==> config.mk <==
export PLATFORM = sky130hd
export DESIGN_NAME = imem_responder
export DESIGN_NICKNAME = d
export VERILOG_FILES = /design/src/rtl/imem_responder.sv
export SDC_FILE = /design/constraint.sdc
export NUM_CORES = 2
export LEC_CHECK = 0
export BUFFER_PORTS_ARGS = -buffer_cell sky130_fd_sc_hd__clkbuf_2
export CAP_MARGIN = 20
export CORE_MARGIN = 1.5
export CORE_UTILIZATION = 32
export CTS_CLUSTER_SIZE = 24
export DETAILED_ROUTE_END_ITERATION = 16
export PLACE_DENSITY_LB_ADDON = 0.2
export SYNTH_ARGS = -nofsm -noshare
export SYNTH_HDL_FRONTEND = slang
export SYNTH_SLANG_ARGS = --single-unit
==> constraint.sdc <==
create_clock -name clk -period 3.1 [get_ports clk]
set_input_delay 0.62 -clock clk [delete_from_list [all_inputs] [get_ports clk]]
set_output_delay 0.62 -clock clk [all_outputs]
set_load 0.01 [all_outputs]
==> src/rtl/imem_responder.sv <==
// rtl/imem_responder.sv - instruction memory responder with fixed-latency, single-outstanding fetch
module imem_responder #(
    parameter int BUS_WIDTH = 16,
    parameter int ADDR_BITS = 8,
    parameter int LATENCY   = 2
) (
    input  logic                 clk,
    input  logic                 rst,
    input  logic                 req_valid,
    output logic                 req_ready,
    input  logic [BUS_WIDTH-1:0] req_addr,
    output logic                 resp_valid,
    input  logic                 resp_ready,
    output logic [BUS_WIDTH-1:0] resp_data,
    output logic                 resp_err,
    input  logic                 wr_en,
    input  logic [ADDR_BITS-1:0] wr_addr,
    input  logic [BUS_WIDTH-1:0] wr_data,
    output logic                 busy
);

    localparam int         DEPTH    = 1 << ADDR_BITS;
    localparam logic [3:0] CNT_INIT = 4'(LATENCY - 1);

    typedef enum logic [1:0] {
        S_IDLE,
        S_WAIT,
        S_RESP
    } state_t;

    state_t                 state_q;
    logic [3:0]             cnt_q;
    logic [BUS_WIDTH-1:0]   resp_data_q;
    logic                   resp_err_q;
    logic [BUS_WIDTH-1:0]   mem_q [DEPTH];
    logic                   addr_oob;

    // Any set bit above the storage index means the fetch is out of range.
    generate
        if (BUS_WIDTH > ADDR_BITS) begin : g_oob
            assign addr_oob = |req_addr[BUS_WIDTH-1:ADDR_BITS];
        end else begin : g_no_oob
            assign addr_oob = 1'b0;
        end
    endgenerate

    // Storage is never cleared; non-blocking update gives read-before-write on a same-cycle accept.
    always_ff @(posedge clk) begin
        if (rst && wr_en) begin
            mem_q[wr_addr] <= wr_data;
        end
    end

    always_ff @(posedge clk) begin
        if (!rst) begin
            state_q     <= S_IDLE;
            cnt_q       <= 4'd0;
            resp_data_q <= '0;
            resp_err_q  <= 1'b0;
        end else begin
            case (state_q)
                S_IDLE: begin
                    if (req_valid) begin
                        resp_data_q <= addr_oob ? '0 : mem_q[req_addr[ADDR_BITS-1:0]];
                        resp_err_q  <= addr_oob;
                        cnt_q       <= CNT_INIT;
                        state_q     <= (LATENCY == 1) ? S_RESP : S_WAIT;
                    end
                end
                S_WAIT: begin
                    cnt_q <= cnt_q - 4'd1;
                    if (cnt_q == 4'd1) begin
                        state_q <= S_RESP;
                    end
                end
                S_RESP: begin
                    if (resp_ready) begin
                        state_q <= S_IDLE;
                    end
                end
                default: state_q <= S_IDLE;
            endcase
        end
    end

    assign req_ready  = (state_q == S_IDLE);
    assign resp_valid = (state_q == S_RESP);
    assign busy       = (state_q != S_IDLE);
    assign resp_data  = resp_data_q;
    assign resp_err   = resp_err_q;

endmodule

==> flow_summary.rst <==
.. list-table::
   :header-rows: 1

   * - Metric
     - Value
   * - Wirelength per Cell
     - 32.54 µm
   * - Critical path class
     - primary input to flip-flop
   * - Combinational family with the most area after synthesis
     - multiplexers
   * - TritonCTS clock tree
     - done
   * - Die Width
     - 708.7 µm
   * - Maximum vdd ir drop
     - 0.4920 mV
   * - Transition time of the tightest slew-check pin
     - between 900 and 1000 ps
   * - Number of nets in the layout
     - between 8,000 and 9,000
   * - Global-route wire length before repair
     - 701.8 mm
   * - Drt first-iter violations
     - 9,877
   * - Total detailed-routing wirelength
     - slightly above 500 mm
   * - Synth Area in Compound Gates
     - 3.301%
   * - Nets in the synthesized netlist
     - 7,384
   * - Residual DRC count
     - 0
   * - Count of flip-flops with a built-in enable after synthesis
     - 4,096
   * - Most common library cells after synthesis
     - 4,096 x edfxtp_1, 879 x mux4_2, 405 x mux2i_1
   * - Via count
     - 82,770
   * - Layout Area Growth over Synthesis
     - 20.73%
   * - Top cell type by total area after synthesis
     - edfxtp_1
   * - Clk sink count
     - slightly above 4,000
   * - Share of final-layout standard cells stronger than drive strength 1
     - 33.64%
   * - Number of cells produced by synthesis
     - roughly 7,300
   * - Residual overflow from global routing
     - 0
   * - Post-route fraction of the period consumed by the critical path
     - 96.89%
   * - Area fraction in and, or, nand and nor cells after synthesis
     - approximately 2%
   * - Relative slew slack
     - 38.53%
   * - Last weighted congestion value of the routability-driven placer
     - 0.8503
   * - Final worst-path setup slack
     - 96.41 ps
   * - CTS Root Cell
     - clkbuf_16
   * - Total I/O pin count
     - 65
   * - Mapped cell area
     - 159,400 µm²
   * - CTS H-Tree Depth
     - 5
   * - Worst skew pair latency
     - 1060 ps
   * - Ranking of synthesized cells by area
     - edfxtp_1 77%, mux4_2 12%, mux2i_1 2.5%
   * - Vias in the first global route
     - 83,603
   * - First drt pass iteration count
     - 5
   * - Register area
     - 123,500 µm²
   * - Data required time at the worst endpoint
     - 4010 ps
   * - R2R setup slack
     - 110 ps
   * - Number of warnings issued by yosys
     - 0
   * - Via density
     - ~5.3
   * - Starting density of the core
     - 32.08%
   * - Multi-input gate area
     - 33,330 µm²
   * - Number of distinct standard cells referenced by the synthesized netlist
     - between 70 and 80
   * - Final core utilization
     - 38.73%
   * - Antenna-violating nets left
     - 0
   * - Mean area per synthesized cell
     - ~22 µm²
   * - R2r worst-path depth
     - 10
   * - Power per unit of standard cell area
     - 621.2 nW/µm²
   * - Port Buffers
     - 64
   * - Sum of net half-perimeters after detailed placement
     - 333.2 mm
   * - Critical Path Start Type
     - primary input
   * - Crit end category
     - flip-flop
   * - Worst clock skew
     - 101.5 ps
   * - Number of buffers inserted by post-CTS setup repair
     - 0
   * - Share of synthesized cell area in full adder, half adder and majority cells
     - 0.01570%
   * - Most used flip-flop cell after synthesis
     - edfxtp_1
   * - Number of buffers created by CTS
     - 439
   * - Setup Viol. Count Final
     - 0
   * - Total global routing track utilization
     - 20.00%
   * - Bufs on Longest Clock Path
     - 4
   * - Number of fillers in the final layout
     - 44,550
   * - Max-slew violation total from the final report
     - 0
   * - Reported leakage power
     - approximately 62 nW
   * - Cell row count
     - 259
   * - Share of Yosys cell area claimed by the top area cell type
     - 77.17%
   * - Worst path arrival time
     - 3910 ps
   * - XOR/XNOR share of the synthesized area
     - 0.005495%
   * - Result of the run
     - complete, no violations
   * - Proportion of synthesized flip-flops having asynchronous set or reset
     - 0%
   * - Critical path destination
     - resp_data[14]
   * - Most frequently used cell type in the post-synthesis netlist
     - edfxtp_1
   * - Clock period minus final worst setup slack
     - 3004 ps
   * - Achievable frequency
     - 332.9 MHz
   * - Crit path from
     - req_addr[0]
   * - Unrepaired setup endpoints after global routing
     - no
   * - Number of antenna violations at the first check in global routing
     - 34
   * - Clock Pin Slew Worst Setup and Hold Paths
     - about 60 ps
   * - Number of max-cap violations
     - 0
   * - Post-synthesis mux area share
     - 15.21%
   * - Highest fanout seen on the critical path
     - 22
   * - Worst min-delay path class
     - primary input to flip-flop
   * - Number of failing hold endpoints at the final stage
     - 0
   * - Post-synthesis sequential area ratio
     - 77.46%
   * - Critical R2R Launch
     - mem_q[21][3]
   * - Flop and latch count out of synthesis
     - 4,119
   * - Die Height
     - 708.7 µm
   * - Setup slack at placement
     - -893.6 ps
   * - Maximum number of pins on one net before global-route repair
     - 94
   * - Overall power
     - 0.1195 W
   * - Area of the die
     - between 500,000 and 600,000 µm²
   * - Core region area
     - just under 500,000 µm²
   * - Reg2reg end
     - resp_data[3]
==> cells by family after synthesis <==
logic type | count (synthesis)
adder cells (fa/ha/maj) | 2
flip-flops | 4119
multiplexers | 1308
AO/OA/AOI/OAI | 736
XOR/XNOR | 1
AND/OR/NAND/NOR | 719
buffers and inverters | 452
==> power by group <==
group / total, W / leakage, nW / internal [W] / switching, W
registers: 0.0613 / 37.0 / 0.0613 / 0.0000232
logic: 0.00715 / 17.9 / 0.00275 / 0.00439
clock network: 0.0511 / 6.72 / 0.0288 / 0.0223
total: 0.120 / 61.6 / 0.0929 / 0.0267
==> worst min-delay path by stage <==
stage               slack [ps]    startpoint  cells after the start             to
floorplan                  470  resp_data[0]                      2   resp_data[0]
global placement           470  resp_data[3]                      2   resp_data[3]
detailed placement         460  resp_data[3]                      2   resp_data[3]
CTS                         20    wr_data[4]                      1   mem_q[50][4]
global route                40   wr_data[15]                      1  mem_q[98][15]
finish                      70    wr_data[4]                      1   mem_q[50][4]
==> routing by layer <==
layer	global-route usage [%]	share of wire (%)	up-vias
li1	-	-	33769
met1	28.36	43	45288
met2	32.48	48	3075
met3	2.999	6.7	638
met4	4.803	2.8	0
met5	0	0	-
==> timing repair <==
item | in CTS | in global routing
endpoints found under the setup margin | 0 | 1
hold buffers | 11 | 0
endpoints found under the hold margin | 119 | 0
resized for setup | 0 | 1
==> final cells by class <==
type                       instances  share of cell area, %
antenna                           15                0.01951
clock buffer                     539                  5.931
clock inverter                   252                  1.269
inverter                          13                0.03056
multi-input combinational       2766                  17.32
sequential                      4119                  64.16
tap                             6655                  4.327
timing repair buffer            1322                  6.942
==> state kept, by name, indices dropped and copies added (netlist names) <==
name,flops
cnt_q,4
mem_q,4096
resp_data,16
resp_err,1
state_q,2
==> stage by stage <==
step                      hold WS [ps]  std cells  setup TNS [ps]  instance area (µm²)
after floorplan                  469.5       7337               0               159400
after global placement           468.0      14862          -11480               178400
after detailed placement         460.1      14864          -10480               178400
after CTS                        19.70      15666               0               192400
after global routing             39.78      15668               0               192400
final                            73.69      15681               0               192400
==> layout by cell type, fill, tap and decap left out, types with 12 or more instances in the layout <==
cell type / count
mux4_2: 879
nand2_1: 154
o311a_1: 12
o21ai_0: 67
dfxtp_1: 23
nor2b_1: 23
nand4_1: 18
clkbuf_1: 97
o221ai_1: 129
buf_12: 270
a22o_1: 22
clkinv_2: 75
nand3_1: 47
bufinv_16: 32
o22ai_1: 126
o31ai_1: 12
edfxtp_1: 4096
buf_4: 978
mux2_2: 16
clkinv_16: 14
and2_1: 15
clkinv_1: 106
mux2i_1: 405
a31oi_1: 13
a21oi_1: 128
a22oi_1: 64
nand2b_1: 19
clkbuf_2: 42
diode_2: 15
a221oi_1: 26
buf_8: 18
nor3_1: 50
nor2_2: 191
clkbuf_16: 441
a211oi_1: 47
nor2_1: 130
==> worst max-delay path: stages <==
cell	delay (ps)
buf_12	210
buf_12	300
buf_12	250
mux4_2	530
mux4_2	470
a22oi_1	490
buf_4	210
o311ai_1	190
buf_4	230
o311a_1	120
a32o_1	220
No activity file was read; power rests on OpenSTA's default activity.
